**src/rtl/serial_adder_ctrl.sv**
```systemverilog
// Bit-serial add sequencer for an external 1-bit full adder.
// Feeds one operand bit pair per cycle, LSB first, and collects sum/co into an N-bit result.
module serial_adder_ctrl #(
    parameter int N = 8
) (
    input  logic         clk,
    input  logic         rst,
    input  logic         start,
    input  logic [N-1:0] op_a,
    input  logic [N-1:0] op_b,
    input  logic         cin,
    output logic         a,
    output logic         b,
    output logic         ci,
    input  logic         sum,
    input  logic         co,
    output logic         busy,
    output logic         done,
    output logic [N-1:0] result,
    output logic         cout
);

    localparam int CW = $clog2(N);
    localparam logic [CW-1:0] LAST = CW'(N - 1);

    localparam logic [1:0] IDLE = 2'd0;
    localparam logic [1:0] ADD  = 2'd1;
    localparam logic [1:0] DONE = 2'd2;

    logic [1:0]    state;
    logic [N-1:0]  shift_a;
    logic [N-1:0]  shift_b;
    logic          carry;
    logic [CW-1:0] count;
    // Bit 0 of the collected sum would only ever hold a stale bit, so it is not stored.
    logic [N-1:1]  sum_shift;
    logic [N-1:0]  sum_next;

    assign sum_next = {sum, sum_shift[N-1:1]};

    // Adder inputs come straight from registers, so there is no loop through the adder.
    assign a    = (state == ADD) & shift_a[0];
    assign b    = (state == ADD) & shift_b[0];
    assign ci   = (state == ADD) & carry;
    assign busy = (state == ADD);
    assign done = (state == DONE);

    always_ff @(posedge clk) begin
        if (rst) begin
            state     <= IDLE;
            shift_a   <= '0;
            shift_b   <= '0;
            carry     <= 1'b0;
            count     <= '0;
            sum_shift <= '0;
            result    <= '0;
            cout      <= 1'b0;
        end else begin
            case (state)
                IDLE: begin
                    if (start) begin
                        shift_a <= op_a;
                        shift_b <= op_b;
                        carry   <= cin;
                        count   <= '0;
                        state   <= ADD;
                    end
                end
                ADD: begin
                    shift_a   <= shift_a >> 1;
                    shift_b   <= shift_b >> 1;
                    sum_shift <= sum_next[N-1:1];
                    carry     <= co;
                    count     <= count + 1'b1;
                    if (count == LAST) begin
                        result <= sum_next;
                        cout   <= co;
                        state  <= DONE;
                    end
                end
                DONE: begin
                    state <= IDLE;
                end
                default: begin
                    state <= IDLE;
                end
            endcase
        end
    end

endmodule

```
**config.mk**
```make
export PLATFORM = sky130hd
export DESIGN_NAME = serial_adder_ctrl
export DESIGN_NICKNAME = d
export VERILOG_FILES = /design/src/rtl/serial_adder_ctrl.sv
export SDC_FILE = /design/constraint.sdc
export NUM_CORES = 1
export LEC_CHECK = 0
export ABC_AREA = 0
export BUFFER_PORTS_ARGS = -buffer_cell sky130_fd_sc_hd__buf_2
export CAP_MARGIN = 10
export CORE_MARGIN = 4
export CORE_UTILIZATION = 48
export DETAILED_ROUTE_END_ITERATION = 8
export GPL_TIMING_DRIVEN = 0
export PLACE_DENSITY = 0.71
export SYNTH_ARGS = -nofsm -noshare
export SYNTH_HDL_FRONTEND = slang
export SYNTH_SLANG_ARGS = --single-unit
```
**constraint.sdc**
```tcl
create_clock -name clk -period 1.3 [get_ports clk]
set_input_delay 0.26 -clock clk [delete_from_list [all_inputs] [get_ports clk]]
set_output_delay 0.26 -clock clk [all_outputs]
set_load 0.01 [all_outputs]
```
==> results of run 1 <==
==> layout by cell type (no fill, tap or decap), drive strengths merged <==
cell	n
a211oi	16
a21oi	16
a22oi	4
and2	3
and3b	2
buf	53
clkbuf	8
clkinv	1
clkinvlp	1
dfxtp	38
ha	2
inv	2
mux2i	16
nand2	32
nand2b	1
nand3b	1
nor2	21
nor2b	1
nor3	1
nor3b	1
o21ba	1
o21bai	1
==> worst max-delay path: stages (launching register included) <==
cell and delay [ns]:
dfxtp_4 0.36, nand2b_4 0.16, inv_8 0.07, and2_4 0.14
buf_6 0.09
==> power groups by stage <==
| stage | combinational [mW] | clock (mW) | sequential, mW |
|---|---|---|---|
| floorplan | 0.233 | 0 | 1.26 |
| global placement | 0.299 | 0 | 1.27 |
| CTS | 0.342 | 0.678 | 1.25 |
| finish | 0.360 | 0.662 | 1.25 |
| detailed placement | 0.312 | 0 | 1.27 |
| global route | 0.392 | 0.716 | 1.25 |
==> metal layers <==
| layer | part of all wire [%] | track usage (%) | wire length, um |
|---|---|---|---|
| met1 | 41 | 19.3 | 1490 |
| met2 | 53 | 31.9 | 1920 |
| met4 | 1.8 | 7.61 | 64 |
| met5 | 0 | 0 | 0 |
| met3 | 4.1 | 4.22 | 147 |
==> how the worst max path moves through the flow <==
| stage | slack, ns | to | start |
|---|---|---|---|
| after floorplan | 0.04 | cout | count[0] |
| after global placement | -0.11 | a | state[1] |
| after detailed placement | -0.13 | a | state[1] |
| after CTS | -0.21 | a | state[1] |
| after global routing | -0.17 | a | state[1] |
| final | -0.12 | a | state[1] |
==> area by class of cell <==
cell class	instances	area [um^2]	share of cell area, %
Inverter	2	15.0	0.708
Multi-Input combinational cell	119	846	39.9
Clock inverter	2	12.5	0.590
Tap cell	46	57.6	2.72
Clock buffer	6	51.3	2.42
Sequential cell	38	769	36.3
Buffer	9	82.6	3.90
Timing Repair Buffer	46	285	13.5
==> kinds of logic (layout without fill, tap and decap cells) <==
family	count (synthesis)	in the layout	share of synthesized area, %
flops	38	38	45.9
compound gates	38	38	20.4
buf+inv	15	65	6.72
fa+ha+maj	2	2	1.51
simple gates	62	63	15.9
mux	16	16	9.66
==> what timing repair did <==
item | 4_1_cts | 5_1_grt
gates cloned | 1 | 0
setup endpoints to repair | 14 | 32
pin swaps | 5 | 0
buffers inserted | 10 | 3
resized for setup | 23 | 6
==> flip-flops by register name (all words and copies together), names as in the netlist <==
name / cells
result: 8
shift_a: 8
shift_b: 8
sum_shift: 7
count: 3
state: 2
carry: 1
cout: 1
==> through the flow <==
stage / TNS (ns) / worst slack (ns)
2_1_floorplan: 0 / 0.0377
3_3_place_gp: -0.617 / -0.109
3_5_place_dp: -0.959 / -0.131
4_1_cts: -0.896 / -0.213
5_1_grt: -0.763 / -0.170
6_report: -0.480 / -0.119
==> key figures, run 1 <==
Run status
  • Status: complete, but fails checks
  • Violated checks: setup timing

Global routing
  • Largest net degree at the start of global routing: 13
  • Initial antenna violation count: 0
  • GRT Util Overall: 17.6%
  • First-pass GRT wire length: 5.90 mm
  • Vias in the first global route: 1351
  • Total grt overflow: 0

STA
  • Min Hold Slack: 0.143 ns
  • Fmax achieved: 705 MHz
  • Worst slew pin tran: 0.678 ns
  • Final worst setup slack: -0.119 ns
  • Final Cycle Share: 109%
  • Slew Viols, Final: 0
  • Final setup viols: 5
  • Slew margin rel.: 54.8%
  • RSZ-0062 raised after global routing: true
  • Final clock skew: 0.0141 ns
  • Final hold vios: 0
  • Final Critical Period: 1.42 ns

Drt
  • First drt pass iteration count: 6
  • Drt wl/cell: 13.5 um
  • Vias post-DR: 1368
  • Final ANT Viol Nets: 0
  • Vias/cell: 5.10
  • 1st-iter DRT viols: 59
  • # DRC: 0
  • WL final: 3.62 mm

Power
  • Switch share: 27.1%
  • NetSw: 0.614 mW
  • Worst VDD drop: 0.000802 V
  • Comb pwr share: 15.9%
  • Final Power: 2.27 mW
  • P_int: 1.66 mW
  • Reg power frac: 55.0%
  • Clock power share: 29.2%
  • P per Cell Area: 1070 nW/um^2
  • Leakage: 0.904 nW

Synthesis
  • Post-synth top area cell: dfxtp_1
  • #FFs+latches synth: 38
  • Post-synthesis cell area: 1660 um^2
  • Post-synth top area share: 45.9%
  • Synth top area cells: dfxtp_1 46%, a211oi_2 12%, mux2i_1 9.7%, nand2_1 7.2%, a21oi_1 4.8%
  • Async SR Flop Fraction: 0%
  • Syn avg cell area: 9.69 um^2
  • Post-synth EDFFs: 0
  • Synth warn: 0
  • Top-count cell post-synth: dfxtp_1
  • Syn Inst Count: 171
  • Main synth FF type: dfxtp_1
  • Top cells by count, synth: 38 x dfxtp_1, 32 x nand2_1, 21 x nor2_1
  • Distinct cells, synth: 23
  • Seq/Total Area, Yosys: 45.9%
  • Synthesized net count: 195

Placement
  • Post-DP HPWL: 2.45 mm
  • Final GP Congestion: 0.737
  • Placed Area: 1890 um^2
  • IO buf count: 34
  • Post-Place Cells: 251

Setup path
  • Path type of the worst setup path: flip-flop to output pin
  • Element type at the critical path end: output pin
  • Crit-path max FO: 7
  • Worst EP required: 1.04 ns
  • Reg2reg path depth: 5
  • Crit start category: flip-flop
  • RR Startpoint: count[0]
  • Reg2Reg Setup Slack: 0.05 ns
  • R2R Path End: result[0]
  • WP data arrival: 1.16 ns

Clock tree
  • CTS tree: yes
  • Clock Latency Late Sink: 0.35 ns
  • CTS Hold Buffers Added: 0
  • Root buf cell: clkbuf_4
  • H-tree depth: 2
  • CTS sink count: 38
  • Clk slew on worst S/H paths: 0.12 ns
  • Num CTS Buffers: 5
  • Clk buf depth: 2

Final layout
  • Area growth from synthesis to layout: 27.8%
  • Nets@finish: 245
  • Fillers: 302
  • Fin cells: 268
  • Final core utilization: 63.5%
  • Ratio of cells with drive above 1 in the final layout: 41.9%
  • Antenna diodes: 0
  • Finished Cell Area: 2120 um^2

Floorplanning
  • Die height: 66.8 um
  • Total I/O pin count: 36
  • Die width: 66.8 um
  • DIE AREA: 4460 um^2
  • Std cell rows: 21
  • Initial core utilization: 49.7%
  • Core Footprint: 3340 um^2

Worst hold path
  • Min-Delay Path Depth: 3
  • Hold Path Origin: co
  • Hold path endpoint: cout
  • Class of the worst hold path: input pin to flip-flop

Run
  • Max-cap viol count: 0
(Power assumes the default switching activity.)
==> run 2, diff against run 1 <==
--- a/config.mk
+++ b/config.mk
@@ -9,10 +9,11 @@
 export BUFFER_PORTS_ARGS = -buffer_cell sky130_fd_sc_hd__buf_2
 export CAP_MARGIN = 10
 export CORE_MARGIN = 4
-export CORE_UTILIZATION = 48
+export CORE_UTILIZATION = 46
 export DETAILED_ROUTE_END_ITERATION = 8
 export GPL_TIMING_DRIVEN = 0
-export PLACE_DENSITY = 0.71
+export PLACE_DENSITY = 0.68
+export SLEW_MARGIN = 40
 export SYNTH_ARGS = -nofsm -noshare
 export SYNTH_HDL_FRONTEND = slang
 export SYNTH_SLANG_ARGS = --single-unit
==> constraint.sdc (replaced) <==
create_clock -name clk -period 1.2 [get_ports clk]
set_input_delay 0.24 -clock clk [delete_from_list [all_inputs] [get_ports clk]]
set_output_delay 0.24 -clock clk [all_outputs]
set_load 0.01 [all_outputs]
==> run 2 against run 1 <==
The run still ends with setup timing left. Worst setup slack worse by 0.087 ns. Clock skew down 0.0054 ns. Global-route usage up 0.31 points. Largest cell class unchanged. Largest power group unchanged.
==> key figures, run 2 (synthesis results as in run 1) <==
STA
  • Final Cycle Share: 117%
  • Final setup viols: 21 (+16)
  • Final clock skew: 0.00876 ns (-0.00538 ns)
  • RSZ-0062 raised after global routing: true
  • Final worst setup slack: -0.205 ns (-0.0865 ns)
  • Slew Viols, Final: 0 (unchanged)
  • Final Critical Period: 1.41 ns
  • Worst slew pin tran: 0.694 ns (+0.0161 ns)
  • Slew margin rel.: 53.7% (-1.1 points)
  • Fmax achieved: 712 MHz
  • Final hold vios: 0 (unchanged)

Final layout
  • Commonest non-fill, non-tap cell in the layout: dfxtp_1
  • Final core utilization: 65.4% (+1.9 points)
  • Top flop regs: result x8, shift_a x8, shift_b x8
  • Area growth from synthesis to layout: 34.8%
  • Nets@finish: 249 (+1.6%)
  • Ratio of cells with drive above 1 in the final layout: 50.7% (+8.8 points)
  • Most frequent cells in the layout: 34 x dfxtp_1, 32 x buf_2, 23 x nand2_1
  • Antenna diodes: 0 (unchanged)
  • Fin cells: 271 (+1.1%)
  • Fillers: 288 (-4.6%)

Run status
  • Violated checks: setup timing
  • Status: complete, but fails checks

Clock tree
  • CTS sink count: 38 (unchanged)
  • Num CTS Buffers: 5 (unchanged)
  • Clk buf depth: 2 (unchanged)
  • Clock Latency Late Sink: 0.35 ns (about the same)
  • H-tree depth: 2 (unchanged)
  • CTS Hold Buffers Added: 0 (unchanged)
  • CTS tree: yes
  • Clk slew on worst S/H paths: 0.11 ns (about the same)
  • Root buf cell: clkbuf_4

Setup path
  • WP data arrival: 1.17 ns (about the same)
  • Crit start category: flip-flop
  • Element type at the critical path end: output pin
  • Path type of the worst setup path: flip-flop to output pin
  • Worst EP required: 0.96 ns (-0.08 ns)
  • Crit-path max FO: 6 (-1)

Drt
  • Drt wl/cell: 13.7 um (+1.5%)
  • First drt pass iteration count: 4 (-2)
  • Vias/cell: 5.06 (-0.89%)
  • Final ANT Viol Nets: 0 (unchanged)
  • 1st-iter DRT viols: 36 (-39%)
  • Vias post-DR: 1371 (+0.22%)
  • WL final: 3.72 mm (+2.7%)
  • # DRC: 0 (unchanged)

Floorplanning
  • Initial core utilization: 48.5% (-1.1 points)
  • DIE AREA: 4630 um^2 (+3.8%)
  • Total I/O pin count: 36 (unchanged)
  • Die width: 68.0 um (+1.9%)
  • Std cell rows: 21 (unchanged)
  • Core Footprint: 3420 um^2 (+2.4%)
  • Die height: 68.0 um (+1.9%)

Placement
  • Final GP Congestion: 0.728 (-1.3%)
  • IO buf count: 34 (unchanged)
  • Post-DP HPWL: 2.55 mm (+4.1%)
  • Post-Place Cells: 251 (unchanged)

Global routing
  • Vias in the first global route: 1421 (+5.2%)
  • GRT Util Overall: 17.9% (+0.31 points)
  • First-pass GRT wire length: 6.22 mm (+5.5%)
  • Largest net degree at the start of global routing: 12 (-1)
  • Initial antenna violation count: 0 (unchanged)
  • Total grt overflow: 0 (unchanged)

Power
  • P per Cell Area: 1070 nW/um^2 (-0.14%)
  • Leakage: 1.01 nW (+12%)
  • Worst VDD drop: 0.000638 V (-20%)

Worst hold path
  • Class of the worst hold path: input pin to flip-flop

Run
  • Max-cap viol count: 0 (unchanged)
[run 2: cell types whose count changed in the layout (fill, tap and decap cells not counted), moves of 3 or more]
cell     before  now
buf_6         6   11
nand2_1      32   23
a21oi_2       0    9
nand2_2       0    3
a21oi_1      16    7
nand2_4       0    6
[run 2: stage by stage]
stage / hold slack [ns] / area [um^2] / setup WS [ns] / setup TNS, ns / power, mW
floorplan: 0.376 / 1670 / 0.00506 / 0 / 1.62
global placement: 0.438 / 1900 / -0.138 / -0.861 / 1.70
detailed placement: 0.448 / 1900 / -0.143 / -1.32 / 1.72
CTS: 0.118 / 2120 / -0.377 / -2.35 / 2.38
global route: 0.133 / 2230 / -0.249 / -2.75 / 2.50
finish: 0.139 / 2230 / -0.205 / -1.57 / 2.39
[run 2: worst max-delay path, stage by stage (launching register included)]
cell and delay [ns]:
dfxtp_4 0.36, nand2b_4 0.15, inv_6 0.07, and2_4 0.14, buf_6 0.09
[run 2: power by group]
part / internal (mW) / total (mW) / switching (mW) / leakage, nW
Combinational: 0.210 / 0.406 / 0.196 / 0.668
Clock: 0.211 / 0.627 / 0.416 / 0.0308
Sequential: 1.32 / 1.36 / 0.0389 / 0.313
Total: 1.74 / 2.39 / 0.651 / 1.01
[run 2: cell type report]
cell class	count	area (um^2)	share of cell area, %
Multi-Input combinational cell	118	922	41.3
Timing Repair Buffer	50	330	14.8
Clock buffer	5	37.5	1.68
Tap cell	46	57.6	2.58
Sequential cell	38	771	34.5
Clock inverter	2	10.0	0.448
Buffer	10	93.8	4.20
Inverter	2	12.5	0.560
[run 2: repair_timing]
item                                    CTS  global route
endpoints found under the setup margin   14            33
buffers inserted                          6             8
pin swaps                                14             9
gates resized for setup                  35            17
gates cloned                              1             1
[run 2: path summary, 6_finish.rpt]
check,startpoint,to,slack [ns],depth (start not counted)
worst max-delay path,state[1],a,-0.21,4
worst max register to register,count[0],result[0],-0.07,6
worst min-delay path,op_b[7],shift_b[7],0.14,3
worst min register to register,result[1],result[1],0.47,2
[run 2: metal layers]
layer	track usage [%]	up-vias	part of all wire [%]
met5	0	-	0
met4	6.20	0	1.5
met3	4.60	6	3.7
met2	32.7	22	53
met1	19.9	651	42
li1	-	692	-
==> run 3, diff against run 2 <==
--- a/config.mk
+++ b/config.mk
@@ -5,7 +5,7 @@
 export SDC_FILE = /design/constraint.sdc
 export NUM_CORES = 1
 export LEC_CHECK = 0
-export ABC_AREA = 0
+export ABC_AREA = 1
 export BUFFER_PORTS_ARGS = -buffer_cell sky130_fd_sc_hd__buf_2
 export CAP_MARGIN = 10
 export CORE_MARGIN = 4
@@ -13,6 +13,7 @@
 export DETAILED_ROUTE_END_ITERATION = 8
 export GPL_TIMING_DRIVEN = 0
 export PLACE_DENSITY = 0.68
+export RECOVER_POWER = 50
 export SLEW_MARGIN = 40
 export SYNTH_ARGS = -nofsm -noshare
 export SYNTH_HDL_FRONTEND = slang
==> run 3 against run 2 <==
The run still ends with setup timing left. Critical path depth grew 1. Highest routed layer unchanged. Sequential power about the same. Worst setup slack gained 0.013 ns.
==> key figures, run 3 <==
Run status
  • Status: complete, but fails checks
  • Violated checks: setup timing

Global routing
  • GRT Util Overall: 18.4% (+0.48 points)
  • Initial antenna violation count: 0 (unchanged)
  • Vias in the first global route: 1603 (+13%)
  • First-pass GRT wire length: 7.42 mm (+19%)
  • Largest net degree at the start of global routing: 13 (+1)
  • Total grt overflow: 0 (unchanged)

Clock tree
  • CTS sink count: 38 (unchanged)
  • Clk slew on worst S/H paths: 0.08 ns (-0.03 ns)
  • Root buf cell: clkbuf_8
  • H-tree depth: 2 (unchanged)
  • CTS Hold Buffers Added: 0 (unchanged)
  • Clock Latency Late Sink: 0.28 ns (-0.07 ns)
  • CTS tree: yes
  • Num CTS Buffers: 5 (unchanged)
  • Clk buf depth: 2 (unchanged)

Setup path
  • Element type at the critical path end: output pin
  • Crit-path most repeated cell: buf_6
  • Worst path max stage delay: 0.35 ns (about the same)
  • Path type of the worst setup path: flip-flop to output pin
  • Worst path cell trace: buf_6, nand2_8, buf_8, nor2_4, buf_6
  • Crit start category: flip-flop
  • Worst EP required: 0.96 ns (about the same)
  • CP bufs+invs: 3 (+1)
  • Cell family with most CP delay: buffers and inverters
  • Critical-path top delay cell: dfxtp_2
  • WP data arrival: 1.15 ns (-0.02 ns)
  • Crit-path max FO: 5 (-1)

Synthesis
  • Async SR Flop Fraction: 0% (unchanged)
  • Distinct cells, synth: 16 (-30%)
  • Post-synth top area cell: dfxtp_1
  • Mux contribution to synthesized area: 0% (-9.7 points)
  • Post-Synth Adder-Cell Area: 1.45% (-0.058 points)
  • Syn avg cell area: 6.53 um^2 (-33%)
  • Post-synth EDFFs: 0 (unchanged)
  • Top-count cell post-synth: nand2_1
  • Top cells by count, synth: 86 x nand2_1, 61 x nor2_1, 38 x dfxtp_1, 24 x inv_1, 21 x nand3_1
  • #FFs+latches synth: 38 (unchanged)
  • Largest family of logic cells by synthesized area: simple AND/OR/NAND/NOR gates
  • Main synth FF type: dfxtp_1
  • Synth top area cells: dfxtp_1 44%, nand2_1 19%, nor2_1 13%, nand3_1 6.1%, inv_1 5.2%
  • Seq/Total Area, Yosys: 44.1% (-1.8 points)
  • XOR/XNOR Fraction of Synth Area: 0% (unchanged)
  • Post-synth top area share: 44.1% (-1.8 points)
  • Post-synthesis cell area: 1720 um^2 (+4.0%)
  • Synth warn: 0 (unchanged)
  • Compound-gate portion of the synthesized area: 4.72% (-16 points)
  • Synthesized net count: 288 (+48%)
  • Post-synthesis simple-gate area fraction: 39.6% (+24 points)
  • Syn Inst Count: 264 (+54%)

Drt
  • 1st-iter DRT viols: 88 (+140%)
  • First drt pass iteration count: 4 (unchanged)
  • Vias/cell: 4.80 (-5.2%)
  • Vias post-DR: 1803 (+32%)
  • Final ANT Viol Nets: 0 (unchanged)
  • WL final: 4.79 mm (+29%)
  • Drt wl/cell: 12.7 um (-7.3%)
  • # DRC: 0 (unchanged)

STA
  • Fmax achieved: 718 MHz (+0.91%)
  • Slew margin rel.: 64.4% (+11 points)
  • Final setup viols: 25 (+19%)
  • RSZ-0062 raised after global routing: true
  • Final Cycle Share: 116% (-1.1 points)
  • Final hold vios: 0 (unchanged)
  • Final clock skew: 0.00409 ns (-0.00467 ns)
  • Worst slew pin tran: 0.533 ns (-0.161 ns)
  • Final worst setup slack: -0.193 ns (+0.0127 ns)
  • Final Critical Period: 1.39 ns (-0.0127 ns)
  • Min Hold Slack: 0.160 ns (+0.0209 ns)
  • Slew Viols, Final: 0 (unchanged)

Floorplanning
  • DIE AREA: 4790 um^2 (+3.5%)
  • Core Footprint: 3470 um^2 (+1.5%)
  • Die width: 69.2 um (+1.7%)
  • Initial core utilization: 49.7% (+1.2 points)
  • Die height: 69.2 um (+1.7%)
  • Total I/O pin count: 36 (unchanged)
  • Std cell rows: 21 (unchanged)

Power
  • Leakage: 1.24 nW (+22%)
  • Worst VDD drop: 0.000985 V (+54%)
  • P per Cell Area: 1150 nW/um^2 (+7.3%)

Placement
  • Post-Place Cells: 345 (+37%)
  • Placed Area: 1960 um^2 (+3.2%)
  • IO buf count: 35 (+2.9%)
  • Post-DP HPWL: 2.65 mm (+3.7%)
  • Final GP Congestion: 0.769 (+5.7%)

Worst hold path
  • Class of the worst hold path: input pin to flip-flop

Final layout
  • Antenna diodes: 0 (unchanged)
  • Nets@finish: 353 (+42%)
  • Most frequent cells in the layout: 63 x nand2_1, 53 x nor2_1, 35 x dfxtp_1
  • Commonest non-fill, non-tap cell in the layout: nand2_1
  • Area growth from synthesis to layout: 46.7%
  • Fillers: 296 (+2.8%)
  • Top flop regs: result x8, shift_a x8, shift_b x8
  • Finished Cell Area: 2530 um^2 (+13%)
  • Ratio of cells with drive above 1 in the final layout: 35.2% (-16 points)
  • Fin cells: 376 (+39%)
  • Final core utilization: 72.9% (+7.5 points)

Run
  • Max-cap viol count: 0 (unchanged)
==> run 3: changes by cell type in the layout (fill, tap and decap cells not counted), moves of 16 or more <==
cell / change
nand2_1: +40
nor2_1: +32
inv_1: +22
nand3_1: +20
a211oi_2: -16
mux2i_1: -16
==> run 3: layout make-up <==
type                       instances  area (um^2)  area share [%]
multi-input combinational        188          978            38.7
sequential                        38          767            30.3
timing repair buffer              59          417            16.5
buffer                            12          116            4.60
inverter                          25         98.8            3.91
clock buffer                       6         82.6            3.26
tap                               46         57.6            2.27
clock inverter                     2         12.5           0.495
==> run 3: per-layer routing <==
metal	track usage (%)	up-vias	share of wire, %
li1	-	930	-
met1	25.4	820	45
met2	30.0	45	50
met3	3.77	8	4.2
met4	3.25	0	0.96
met5	0	-	0
==> run 3: final timing paths <==
path	from	endpoint	slack, ns	cells after the start
worst min register to register	result[7]	result[7]	0.47	2
worst min-delay path	sum	result[7]	0.16	3
worst max-delay path	state[0]	ci	-0.19	5
worst max register to register	state[0]	shift_a[7]	-0.11	7
==> run 3: metrics by stage <==
step | total power, mW | setup slack, ns | setup TNS, ns
detailed placement | 1.79 | -0.169 | -1.03
global route | 3.06 | -0.235 | -3.92
finish | 2.90 | -0.193 | -2.45
CTS | 2.80 | -0.177 | -2.99
global placement | 1.79 | -0.155 | -1.12
floorplan | 1.68 | 0.0128 | 0
==> run 3: power breakdown <==
part           internal [mW]  leakage [nW]  switching, mW
Clock                  0.462        0.0472          0.447
Sequential              1.34         0.313         0.0476
Combinational          0.278         0.879          0.328
Total                   2.08          1.24          0.823
==> run 3: kinds of logic (layout without fill, tap and decap cells) <==
family | after synthesis | count (layout)
AO/OA/AOI/OAI | 14 | 14
adder cells (fa/ha/maj) | 2 | 2
buffers and inverters | 38 | 104
flip-flops | 38 | 38
AND/OR/NAND/NOR | 172 | 172
==> run 3: worst min-delay path, delay by kind of cell <==
kind,cells,cell delay [ns]
AND/OR/NAND/NOR,2,0.09
buffers and inverters,1,0.09
==> run 3: repair_timing <==
item / 4_1_cts / 5_1_grt
pin swaps: 14 / 15
setup endpoints to repair: 28 / 35
setup buffers: 18 / 5
resized for setup: 34 / 62
cloned: 2 / 2
endpoints found under the hold margin: 0 / 0
